### src/rtl/fifo_wr_arbiter.sv
// Round-robin write-side arbiter for a shared sync FIFO port.
// Bounded bursts per grant, zero-bubble handover between owners.
module fifo_wr_arbiter #(
  parameter int N         = 4,
  parameter int DW        = 8,
  parameter int MAX_BURST = 4
) (
  input  logic                 clk,
  input  logic                 rst,
  input  logic [N-1:0]         req_valid,
  input  logic [N*DW-1:0]      req_data,
  output logic [N-1:0]         req_ready,
  input  logic                 fifo_full,
  output logic                 fifo_wr_en,
  output logic [DW-1:0]        fifo_wdata,
  output logic [$clog2(N)-1:0] grant_id,
  output logic                 busy
);

  localparam int IW = $clog2(N);
  localparam int CW = $clog2(MAX_BURST + 1);

  typedef enum logic {IDLE, OWN} state_t;

  state_t        state, state_n;
  logic [IW-1:0] owner, owner_n;
  logic [IW-1:0] rr_ptr, rr_n;
  logic [CW-1:0] beat_cnt, cnt_n;

  logic [IW-1:0] succ;
  logic          own_valid;
  logic          xfer;
  logic          rel;
  logic [IW:0]   sel_idle;
  logic [IW:0]   sel_rel;

  // {found, index}: first valid requester scanning up from p, mod N
  function automatic logic [IW:0] pick(
    input logic [N-1:0]  v,
    input logic [IW-1:0] p
  );
    logic [IW:0] r;
    int          idx;
    r = '0;
    for (int k = N - 1; k >= 0; k--) begin
      idx = (int'(p) + k) % N;
      if (v[idx]) r = {1'b1, IW'(idx)};
    end
    return r;
  endfunction

  assign succ      = (owner == IW'(N - 1)) ? '0 : owner + 1'b1;
  assign own_valid = req_valid[owner];
  assign xfer      = own_valid && !fifo_full;
  assign rel       = !own_valid ||
                     (xfer && beat_cnt == CW'(MAX_BURST - 1));
  assign sel_idle  = pick(req_valid, rr_ptr);
  assign sel_rel   = pick(req_valid, succ);

  always_ff @(posedge clk) begin
    if (!rst) begin
      state    <= IDLE;
      owner    <= '0;
      rr_ptr   <= '0;
      beat_cnt <= '0;
    end else begin
      state    <= state_n;
      owner    <= owner_n;
      rr_ptr   <= rr_n;
      beat_cnt <= cnt_n;
    end
  end

  always_comb begin
    state_n = state;
    owner_n = owner;
    rr_n    = rr_ptr;
    cnt_n   = beat_cnt;
    unique case (state)
      IDLE: begin
        if (|req_valid) begin
          state_n = OWN;
          owner_n = sel_idle[IW-1:0];
          cnt_n   = '0;
        end
      end
      OWN: begin
        if (rel) begin
          rr_n  = succ;
          cnt_n = '0;
          if (sel_rel[IW]) owner_n = sel_rel[IW-1:0];
          else             state_n = IDLE;
        end else if (xfer) begin
          cnt_n = beat_cnt + CW'(1);
        end
      end
      default: state_n = IDLE;
    endcase
  end

  // reset gates outputs combinationally so nothing leaks mid-reset
  always_comb begin
    req_ready  = '0;
    fifo_wr_en = 1'b0;
    fifo_wdata = '0;
    grant_id   = '0;
    busy       = 1'b0;
    if (rst && state == OWN) begin
      busy             = 1'b1;
      grant_id         = owner;
      req_ready[owner] = !fifo_full;
      fifo_wr_en       = xfer;
      fifo_wdata       = req_data[int'(owner)*DW +: DW];
    end
  end

endmodule

### config.mk
export PLATFORM = sky130hd
export DESIGN_NAME = fifo_wr_arbiter
export DESIGN_NICKNAME = d
export VERILOG_FILES = /design/src/rtl/fifo_wr_arbiter.sv
export SDC_FILE = /design/constraint.sdc
export NUM_CORES = 1
export LEC_CHECK = 0
export CAP_MARGIN = 20
export CORE_MARGIN = 4
export CORE_UTILIZATION = 42
export DETAILED_ROUTE_END_ITERATION = 16
export GPL_TIMING_DRIVEN = 0
export PLACE_DENSITY = 0.81
export SYNTH_ARGS = -nofsm -noshare
export SYNTH_HDL_FRONTEND = slang
export SYNTH_SLANG_ARGS = --single-unit
### constraint.sdc
create_clock -name clk -period 2.8 [get_ports clk]
set_input_delay 0.56 -clock clk [delete_from_list [all_inputs] [get_ports clk]]
set_output_delay 0.56 -clock clk [all_outputs]
set_load 0.01 [all_outputs]
# [Yosys cells after proc, flatten, opt, wreduce, memory -nomap -nowiden]
# Index checks and enable logic that the tools add are counted.
[totals] reg_bits=8 output_inout_bits=16 in_bits=39 wordCells=106
[op_classes] n_eq_ne=6 n_shift=1 order_cmp=10 reduce_logical=17 n_addsub=8 n_mux=52 n_bitwise=8
[op_table] cell="indexed part select 32 x 6 -> 8 bit" n=1
[op_table] cell="less-than comparator 3 x 4 -> 1 bit, second input constant" n=6
[op_table] cell="2-to-1 mux 1 bit" n=21
[op_table] cell="2-to-1 mux 3 bit" n=7
[op_table] cell="binary-select mux 1 bit (select 2 bit)" n=9
[op_table] cell="2-to-1 mux 2 bit" n=9
[op_table] cell="OR reduction 2 bit" n=6
[op_table] cell="less-than comparator 2 x 3 -> 1 bit, second input constant" n=3
[op_table] cell="adder 2 bit, second input constant" n=4
[op_table] cell="2-to-1 mux 8 bit" n=1
[op_table] cell="adder 2 x 1 -> 2 bit, second input constant" n=3
[op_table] cell="bitwise AND 1 bit, first input constant" n=6
[op_table] cell="case mux 3 bit (2 select lines)" n=1
[op_table] cell="bitwise AND 4 bit" n=1
[op_table] cell="logical AND 1 bit" n=4
[op_table] cell="2-to-1 mux 4 bit" n=1
[op_table] cell="!= test 2 x 1 -> 1 bit, second input constant" n=2
[op_table] cell="case mux 2 bit (2 select lines)" n=1
[op_table] cell="AND reduction 2 bit" n=2
[op_table] cell="OR reduction 4 bit" n=1
[op_table] cell="adder 3 x 1 -> 3 bit, second input constant" n=1
[op_table] cell="equality test 3 x 2 -> 1 bit, second input constant" n=1
[op_table] cell="!= test 3 x 1 -> 1 bit, second input constant" n=1
[op_table] cell="AND reduction 3 bit" n=1
[op_table] cell="8 further kinds" n=9

# [Longest topological paths before layout]
# Gate-level depths: netlist (run 1).
[logic_depth] depth_word=15 depth_mapped=10 mapped_depth_nobuf=8

# [Worst setup path before layout (run 1)]
# No wires, ideal clock.
[synth_timing] path_type="reg-to-reg" startpoint="register owner[1]" endpoint="register owner[1]" required_time_ns=2.737 t_arrival_ns=2.415 period_less_slack_ns=2.477 path_buffers=1 setup_ns=0.063 path_stages_with_launch=10 slack_ns=0.323 path_cell_list="dfxtp_1 -> clkbuf_1 -> inv_1 -> ha_1 -> and2_1 -> o21ai_0 -> a211oi_1 -> or3_4 -> or4_1 -> nand3_1"
[synth_between] elab_chain_cells=13 word_cells_on_any_way=33 cone_classes="add/sub (4); eq/ne (3); mux (21); reduce/logical (5)"
[synth_rtl] item="start, declared" line_no="26" text="logic [IW-1:0] owner, owner_n;"
[synth_rtl] item="start signal, assigned" line_no="68" text="owner <= owner_n;"
[synth_rtl] item="adder 2 x 1 -> 2 bit / equality test 2 bit (equally long branches)" line_no="52" text="assign succ = (owner == IW'(N - 1)) ? '0 : owner + 1'b1;"
[synth_rtl] item="2-to-1 mux 2 bit *" line_no="52"
[synth_rtl] item="named net succ[1]" line_no="30" text="logic [IW-1:0] succ;"
[synth_rtl] item="adder 2 bit" line_no="46" text="idx = (int'(p) + k) % N;"
[synth_rtl] item="binary-select mux 1 bit (select 2 bit)" line_no="47" text="if (v[idx]) r = {1'b1, IW'(idx)};"
[synth_rtl] item="2-to-1 mux 1 bit (implied by the code) (2 in a row)" line_no="47"
[synth_rtl] item="2-to-1 mux 3 bit (3 in a row)" line_no="47"
[synth_rtl] item="2-to-1 mux 3 bit *" line_no="47"
[synth_rtl] item="2-to-1 mux 2 bit" line_no="91" text="if (sel_rel[IW]) owner_n = sel_rel[IW-1:0];"
[synth_rtl] item="2-to-1 mux 2 bit" line_no="88" text="if (rel) begin"
[synth_rtl] item="case mux 2 bit (2 select lines)" line_no="79" text="unique case (state)"
# Mark *: on every way through the listed nets, which the timed path passes. The rest lies on a longest branch. The select of a mux whose other input is x is not followed.
# A chain may end at the register's enable or synchronous reset.

# [Worst setup path in the final report (run 1)]
[layout_timing] startpoint="input port req_valid[3]" endpoint="output port fifo_wr_en"
[layout_between] elab_chain_cells=4
[layout_rtl] item="start, declared" line_no="10" text="input logic [N-1:0] req_valid,"
[layout_rtl] item="binary-select mux 1 bit (select 2 bit)" line_no="53" text="assign own_valid = req_valid[owner];"
[layout_rtl] item="2-to-1 mux 1 bit (implied by the code)" line_no="53"
[layout_rtl] item="logical AND 1 bit" line_no="54" text="assign xfer = own_valid && !fifo_full;"
[layout_rtl] item="2-to-1 mux 1 bit" line_no="108" text="if (rst && state == OWN) begin"
[layout_rtl] item="end, declared" line_no="14" text="output logic fifo_wr_en,"
# No other way between the ends. The select of a mux whose other input is x is not followed.

==> flow_metrics.tcl, run 1 <==
set metrics [dict create \
    hold_viol 0 \
    ys_seq_area_share_pct 13.43 \
    path_class "in2out" \
    hold_buffers 0 \
    antenna_cells 0 \
    ir_worst_vdd_mv 0.3712 \
    synth-edff-count 0 \
    die_x_um 61.28 \
    slew_headroom_pct 66.46 \
    min_path_type "reg2reg" \
    crit_fanout 4 \
    port_buffers 53 \
    synth_xor_area_share_pct 0.7345 \
    synth_compound_gate_area_share_pct 24.87 \
    nets 254 \
    post-route-cell-area_sq_um 1824 \
    drt_drc_violations_left 0 \
    synth_area_per_cell_sq_um 7.897 \
    antenna_found_initial 0 \
    p_per_area_nw_per_um2 415.3 \
    fin_ws_ns 0.04212 \
    cts_tree "yes" \
    drv_cap 0 \
    synthAdderAreaFrac_pct 6.296 \
    viasPerCell 5.815 \
    path_clk_slew_ns 0.05 \
    fin_crit_sh_pct 98.50 \
    synth_warnings 0 \
    pre_cts_slack_ns -0.03114 \
    min_period_ns 2.758 \
    synth_cell_type_count 43 \
    cp-end-kind "primary output" \
    wl_per_cell_um 15.15 \
    die_h_um 61.28 \
    layout-drive-gt1-share_pct 14.49 \
    syn2layout_area_growth_pct 52.99 \
    gp_congestion 0.9374 \
    antenna_left 0 \
    htree_levels 1 \
    vias 1384 \
    synthTopCellsByArea "mux4_2, dfxtp_1, nor2b_1, ha_1, o21ai_0" \
    leakagePower_uw 0.0007427 \
    final_max_slew_viol_count 0 \
    worst_slew_pin_slew_ns 0.4985 \
    die_area_sq_um 3755 \
    post-route-util_pct 66.73 \
    clock-sinks 8 \
    track_usage_pct 21.11 \
    synth.most_common_cell "nor2b_1" \
    num_io_pins 55 \
    worstPathRequired_ns 2.24 \
    yosys.area.top_type "mux4_2" \
    cts_made_buffers 3 \
    gr-total-overflow 0 \
    fp-row-count 19 \
    synth_cells 151 \
    synth-main-ff-cell "dfxtp_1" \
    start_util_pct 43.62 \
    fp.coreArea_sq_um 2734 \
    synth_area_sq_um 1192 \
    cp.arrival_ns 2.20 \
    outcome "completed" \
    grt_max_degree 11 \
    synth_top_area_share_pct 17.00 \
    worst_clock_skew_ns 0.003304 \
    fmax_mhz 362.6 \
    yosys_register_bits 8 \
    firstDrtPassIters 4 \
    cts_root_buffer "clkbuf_4" \
    clockBufferDepth 2 \
    synth.mux.area_fraction_pct 19.52 \
    yosys-top-cells-count "nor2b_1, nand2_1, mux4_2, nor2_1, o21ai_0" \
    first_iter_violations 44 \
    syn_nets 196 \
    synth_top_family_by_area "simple AND/OR/NAND/NOR gates" \
    setup_viol 0 \
    ff2ff_setup_slack_ns 0.23 \
    grt_pass1_vias 1370 \
    fillerInstances 229 \
    grt_first_pass_wirelength_um 5996 \
    cp-start-kind "input port" \
    synth-simple-area-share_pct 27.28 \
    async_reset_ff_share_pct 0 \
    hold_ws_ns 0.4608 \
    clock_latency_ns 0.26 \
    place_area_sq_um 1762 \
    dp_hpwl_um 2899 \
    routed_wl_um 3605 \
]
## through the flow
stage / TNS [ns] / power, uW / std cells
after floorplan: 0 / 483.4 / 151
after global placement: -0.09953 / 634.5 / 235
after detailed placement: -0.1049 / 642.4 / 235
after CTS: 0 / 740.0 / 237
after global routing: -0.003723 / 825.2 / 238
final: 0 / 757.7 / 238
## final cells by class
class	instances	area [sq um]	share of cell area (%)
clock buffer	3	22.52	1.235
multi-input combinational	122	943.4	51.71
inverter	8	33.78	1.852
sequential	8	161.4	8.848
tap	31	38.79	2.126
buffer	12	86.33	4.733
timing repair buffer	54	538.0	29.49
## layer usage
layer	vias up	GRT usage, %	share of wire [%]
met5	-	0	0
met4	0	6.811	1.3
met3	5	5.241	9.0
met2	71	35.80	47
met1	634	26.15	42
li1	674	-	-
## sequential cells by signal, summed over array words and instances, names as in the netlist
| signal | count |
|---|---|
| beat_cnt | 3 |
| owner | 2 |
| rr_ptr | 2 |
| state | 1 |
## path summary, 6_finish.rpt
| check | startpoint | endpoint | cells past startpoint |
|---|---|---|---|
| min reg2reg | beat_cnt[2] | beat_cnt[2] | 2 |
| max reg2reg | owner[0] | owner[1] | 10 |
| min | beat_cnt[2] | beat_cnt[2] | 2 |
| max | req_valid[3] | fifo_wr_en | 4 |
## cells in the final DEF, fill, tap and decap left out, types with 3 or more instances in the layout
cell,n
and2_1,5
ha_1,4
clkbuf_4,4
nor2_1,9
clkdlybuf4s50_1,44
a21oi_1,6
dlygate4sd2_1,6
nor4_1,3
inv_1,7
nand2_1,11
nor2b_1,14
a31oi_1,3
nor3_1,3
a21boi_0,5
dfxtp_1,7
mux4_2,9
nor3b_1,3
mux2i_1,3
dlymetal6s2s_1,3
buf_2,5
clkbuf_1,3
o21ai_0,9
o211ai_1,4
## report_power, final
group	switching, uW	total [uW]	leakage (uW)	internal [uW]
sequential	17.6	147	0.0000659	129
clock	41.3	90.5	0.0000138	49.2
combinational	243	520	0.000663	277
total	302	758	0.000743	456
## kinds of logic (layout without fill, tap and decap cells)
family	Yosys count	in the layout
buffers and inverters	21	77
AOI/OAI and AO/OA	44	44
xor gates and xnor gates	1	1
muxes	12	12
DFF	8	8
and+or+nand+nor	59	59
adders and majority gates	6	6
## repair_timing
action	CTS	global route
setup buffers	0	1
resized for setup	12	13
pin swaps	0	0
endpoints found under the hold margin	0	0
endpoints found under the setup margin	11	6
## worst max-delay path, stage by stage
cell and delay (ns):
clkdlybuf4s50_1 0.46, mux4_2 0.52, and2_1 0.17, clkdlybuf4s50_1 0.48
Power figures use the tool's default switching activity.
==> inputs of run 2 (changes only) <==
--- a/config.mk
+++ b/config.mk
@@ -7,10 +7,11 @@
 export LEC_CHECK = 0
 export CAP_MARGIN = 20
 export CORE_MARGIN = 4
-export CORE_UTILIZATION = 42
+export CORE_UTILIZATION = 43
+export CTS_BUF_LIST = sky130_fd_sc_hd__clkbuf_8
 export DETAILED_ROUTE_END_ITERATION = 16
 export GPL_TIMING_DRIVEN = 0
-export PLACE_DENSITY = 0.81
+export PLACE_DENSITY = 0.93
 export SYNTH_ARGS = -nofsm -noshare
 export SYNTH_HDL_FRONTEND = slang
 export SYNTH_SLANG_ARGS = --single-unit
==> constraint.sdc (replaced) <==
create_clock -name clk -period 2.7 [get_ports clk]
set_input_delay 0.54 -clock clk [delete_from_list [all_inputs] [get_ports clk]]
set_output_delay 0.54 -clock clk [all_outputs]
set_load 0.01 [all_outputs]
==> run 2 against run 1 <==
Flip-flop and latch count unchanged; die area decreased by 2.0%; clock power increased by 60%; power increased by 12%; register-to-register slack got worse by 0.03 ns; final area increased by 1.1%; sequential power increased by 5%; sequential share of layout area decreased by 0.096 points; global-route usage increased by 0.79 points; wire length increased by 11%; critical path type unchanged.
==> flow_metrics.tcl, run 2 (same netlist as run 1, synthesis figures left out) <==
set metrics [dict create \
    outcome "completed" \
    antenna_left 0 \
    fillerInstances 194 \
    cp-start-kind "input port" \
    num_io_pins 55 \
    path_class "in2out" \
    fp-row-count 18 \
    grt_first_pass_wirelength_um 6223 \
    worst_clock_skew_ns 0.001370 \
    fmax_mhz 381.4 \
    path_clk_slew_ns 0.04 \
    hold_buffers 0 \
    grt.busiest_layer "met2" \
    syn2layout_area_growth_pct 54.67 \
    fin_crit_sh_pct 97.11 \
    vias 1385 \
    grt_max_degree 11 \
    nets 254 \
    grt_pass1_vias 1390 \
    path_cells "clkdlybuf4s50_1 > nand2_1 > clkbuf_4 > nor2_1 > clkdlybuf4s50_1" \
    gp_congestion 0.9071 \
    die_x_um 60.66 \
    p_per_area_nw_per_um2 460.0 \
    ir_worst_vdd_mv 0.4897 \
    worstPathRequired_ns 2.16 \
    path_buf_inv 3 \
    cpMostUsedCell "clkdlybuf4s50_1" \
    grt_util_met1_pct 26.53 \
    layout-drive-gt1-share_pct 14.98 \
    cp-end-kind "primary output" \
    post-route-util_pct 71.83 \
    drv_cap 0 \
    top_register "beat_cnt" \
    first_iter_violations 79 \
    clock-sinks 8 \
    largest_registers "beat_cnt x3, owner x2, rr_ptr x2" \
    clock_latency_ns 0.23 \
    crit_fanout 10 \
    antenna_cells 0 \
    cts_made_buffers 3 \
    min_period_ns 2.622 \
    hold_ws_ns 0.4531 \
    port_buffers 53 \
    slew_headroom_pct 59.73 \
    cts_root_buffer "clkbuf_8" \
    fp.coreArea_sq_um 2567 \
    routed_wl_um 3995 \
    hold_viol 0 \
    setup_viol 0 \
    cpPeakStageDelay_ns 0.57 \
    gr-total-overflow 0 \
    die_area_sq_um 3680 \
    track_usage_pct 21.91 \
    slowest_stage "clkdlybuf4s50_1" \
    viasPerCell 5.844 \
    final_cell_mix "clkdlybuf4s50_1, nor2b_1, nand2_1" \
    wl_per_cell_um 16.86 \
    firstDrtPassIters 4 \
    clockBufferDepth 2 \
    drt_drc_violations_left 0 \
    start_util_pct 46.44 \
    worst_slew_pin_slew_ns 0.5985 \
    dp_hpwl_um 3185 \
    htree_levels 1 \
    min_path_type "reg2reg" \
    final_max_slew_viol_count 0 \
    leakagePower_uw 0.0007325 \
    use_met3_pct 2.766 \
    cp.arrival_ns 2.08 \
    cts_tree "yes" \
    grtUsageMet2_pct 39.69 \
    antenna_found_initial 0 \
    cp_top_family "buffers and inverters" \
    largest_reg_flops 3 \
    mostFrequentLayoutCell "clkdlybuf4s50_1" \
    die_h_um 60.66 \
]
run 2: cell type report:
class / count / area (sq um) / area share (%)
Inverter: 8 / 33.78 / 1.832
Sequential cell: 8 / 161.4 / 8.752
Timing Repair Buffer: 54 / 529.3 / 28.70
Tap cell: 30 / 37.54 / 2.035
Clock buffer: 3 / 41.29 / 2.239
Buffer: 12 / 85.08 / 4.613
Multi-Input combinational cell: 122 / 955.9 / 51.83
run 2: where the power goes:
part	internal, uW	total (uW)	switching, uW
clock network	96.7	145	48.3
registers	135	154	19.4
logic	291	549	258
total	523	848	326
run 2: path summary, 6_finish.rpt:
check / start / cells after the start / slack, ns / to
worst max-delay path: rst / 5 / 0.08 / grant_id[0]
worst min-delay path: beat_cnt[2] / 2 / 0.45 / beat_cnt[2]
worst max register to register: owner[1] / 9 / 0.20 / owner[1]
worst min register to register: beat_cnt[2] / 2 / 0.45 / beat_cnt[2]
run 2: through the flow:
| stage | setup slack [ns] | cell area (sq um) | setup TNS, ns | total power [uW] | instances |
|---|---|---|---|---|---|
| floorplan | 0.2225 | 1192 | 0 | 501.3 | 151 |
| global placement | -0.1136 | 1760 | -0.9076 | 650.1 | 234 |
| detailed placement | -0.1390 | 1760 | -1.104 | 665.9 | 234 |
| CTS | 0.03858 | 1815 | 0 | 823.7 | 237 |
| global route | -0.03113 | 1844 | -0.03113 | 907.5 | 237 |
| finish | 0.07793 | 1844 | 0 | 848.3 | 237 |
run 2: timing repair:
action                     CTS  global route
setup endpoints to repair   12             8
gates resized for setup     17             9
setup buffers                1             0
pin swaps                    0             0
run 2: metal layers:
metal,wire (um),share of wire (%)
met5,0,0
met1,1452,36
met4,85,2.1
met2,2245,56
met3,213,5.3
run 2: worst reg2reg max path, delay by kind of cell, from the launching register on:
kind | cells | cell delay (ns)
flip-flops | 1 | 0.40
AO/OA/AOI/OAI | 2 | 0.50
adder cells (fa/ha/maj) | 1 | 0.31
AND/OR/NAND/NOR | 2 | 0.52
buffers and inverters | 4 | 0.73
==> inputs of run 3 (changes only) <==
--- a/config.mk
+++ b/config.mk
@@ -15,3 +15,4 @@
 export SYNTH_ARGS = -nofsm -noshare
 export SYNTH_HDL_FRONTEND = slang
 export SYNTH_SLANG_ARGS = --single-unit
+export TNS_END_PERCENT = 20
==> run 3 against run 2 <==
Cell count unchanged; core utilization about the same; worst hold slack lost 0.00084 ns; first-iteration DRC count grew 7.6%; flip-flop and latch count unchanged; clock power is essentially flat; via count shrank 1.2%; final area is essentially flat; sequential share of layout area about the same; power down 0.24%; setup slack better by 0.018 ns; largest power group unchanged; highest routed layer unchanged.
==> flow_metrics.tcl, run 3 (same netlist as run 1, synthesis figures left out) <==
set metrics [dict create \
    outcome "completed" \
    cp.arrival_ns 2.06 \
    syn2layout_area_growth_pct 54.56 \
    top_register "beat_cnt" \
    cts_made_buffers 3 \
    dp_hpwl_um 3185 \
    fmax_mhz 384.0 \
    cts_setup_buffers 0 \
    largest_reg_flops 3 \
    mostFrequentLayoutCell "clkdlybuf4s50_1" \
    first_iter_violations 85 \
    r2r_cells 10 \
    grt_pass1_vias 1403 \
    drt_drc_violations_left 0 \
    hold_end "beat_cnt[2]" \
    largest_registers "beat_cnt x3, owner x2, rr_ptr x2" \
    ir_worst_vdd_mv 0.4690 \
    worstPathRequired_ns 2.16 \
    setup_viol 0 \
    hold_viol 0 \
    hold_buffers 0 \
    gr-total-overflow 0 \
    cts_root_buffer "clkbuf_8" \
    clock_latency_ns 0.23 \
    drv_cap 0 \
    cts_tree "yes" \
    cp-start-kind "input port" \
    worst_clock_skew_ns 0.001807 \
    fin_ws_ns 0.09606 \
    viasPerCell 5.772 \
    reg2reg_from "owner[0]" \
    wl_per_cell_um 17.03 \
    num_io_pins 55 \
    vias 1368 \
    die_area_sq_um 3680 \
    final_max_slew_viol_count 0 \
    p_per_area_nw_per_um2 459.2 \
    antenna_found_initial 0 \
    die_h_um 60.66 \
    gp_congestion 0.9071 \
    power_uw 846.3 \
    port_buffers 53 \
    path_class "in2out" \
    rr_endpoint "owner[1]" \
    final_cell_mix "clkdlybuf4s50_1, nor2b_1, nand2_1" \
    ff2ff_setup_slack_ns 0.12 \
    worstHoldStart "beat_cnt[2]" \
    slew_headroom_pct 60.05 \
    cp-end-kind "primary output" \
    min_path_type "reg2reg" \
    htree_levels 1 \
    fp-row-count 18 \
    place_area_sq_um 1760 \
    leakagePower_uw 0.0007462 \
    antenna_cells 0 \
    dp.cells 234 \
    final_cells 237 \
    clockBufferDepth 2 \
    fin_crit_sh_pct 96.44 \
    whs_path_depth 2 \
    clock-sinks 8 \
    worst_slew_pin_slew_ns 0.5938 \
    grt_max_degree 11 \
    start_util_pct 46.44 \
    nets 254 \
    fp.coreArea_sq_um 2567 \
    track_usage_pct 21.95 \
    pre_cts_slack_ns -0.1390 \
    firstDrtPassIters 4 \
    post-route-cell-area_sq_um 1843 \
    post-route-util_pct 71.78 \
    routed_wl_um 4035 \
    path_clk_slew_ns 0.04 \
    die_x_um 60.66 \
    grt_first_pass_wirelength_um 6237 \
    min_period_ns 2.604 \
    antenna_left 0 \
    layout-drive-gt1-share_pct 14.49 \
    crit_fanout 10 \
]
run 3: through the flow:
| stage | setup TNS (ns) | hold WS (ns) |
|---|---|---|
| after floorplan | 0 | 0.4307 |
| after global placement | -0.9076 | 0.4412 |
| after detailed placement | -1.104 | 0.4511 |
| after CTS | -0.03623 | 0.4567 |
| after global routing | -0.01098 | 0.4920 |
| final | 0 | 0.4523 |
run 3: worst max path at each step:
stage / from / to
after floorplan: owner[1] / owner[1]
after global placement: owner[0] / fifo_wdata[0]
after detailed placement: owner[0] / fifo_wdata[3]
after CTS: owner[0] / fifo_wdata[0]
after global routing: owner[0] / owner[1]
final: rst / grant_id[0]
run 3: timing repair:
item	4_1_cts	5_1_grt
gates resized for setup	17	9
endpoints found under the setup margin	12	9
hold endpoints to repair	0	0
run 3: critical path: stages:
cell and delay [ns]:
clkdlybuf4s50_1 0.48, nand2_1 0.13, clkbuf_4 0.23, nor2_1 0.12
clkdlybuf4s50_1 0.57
run 3: cell type report:
| class | count | area (sq um) |
|---|---|---|
| Multi-Input combinational cell | 122 | 953.4 |
| Fill cell | 199 | 724.4 |
| Timing Repair Buffer | 53 | 525.5 |
| Sequential cell | 8 | 161.4 |
| Buffer | 13 | 90.09 |
| Clock buffer | 3 | 41.29 |
| Tap cell | 30 | 37.54 |
| Inverter | 8 | 33.78 |
run 3: layer usage:
layer	wire length, um	up-vias	GRT usage, %	part of all wire [%]
met2	2295	43	38.93	57
met1	1528	643	26.40	38
met4	89	0	8.978	2.2
li1	-	671	-	-
met3	123	11	3.191	3.0
met5	0	-	0	0
run 3: power by group:
| part | switching, uW | internal, uW |
|---|---|---|
| registers | 18.9 | 135 |
| clock network | 47.7 | 96.7 |
| logic | 260 | 288 |
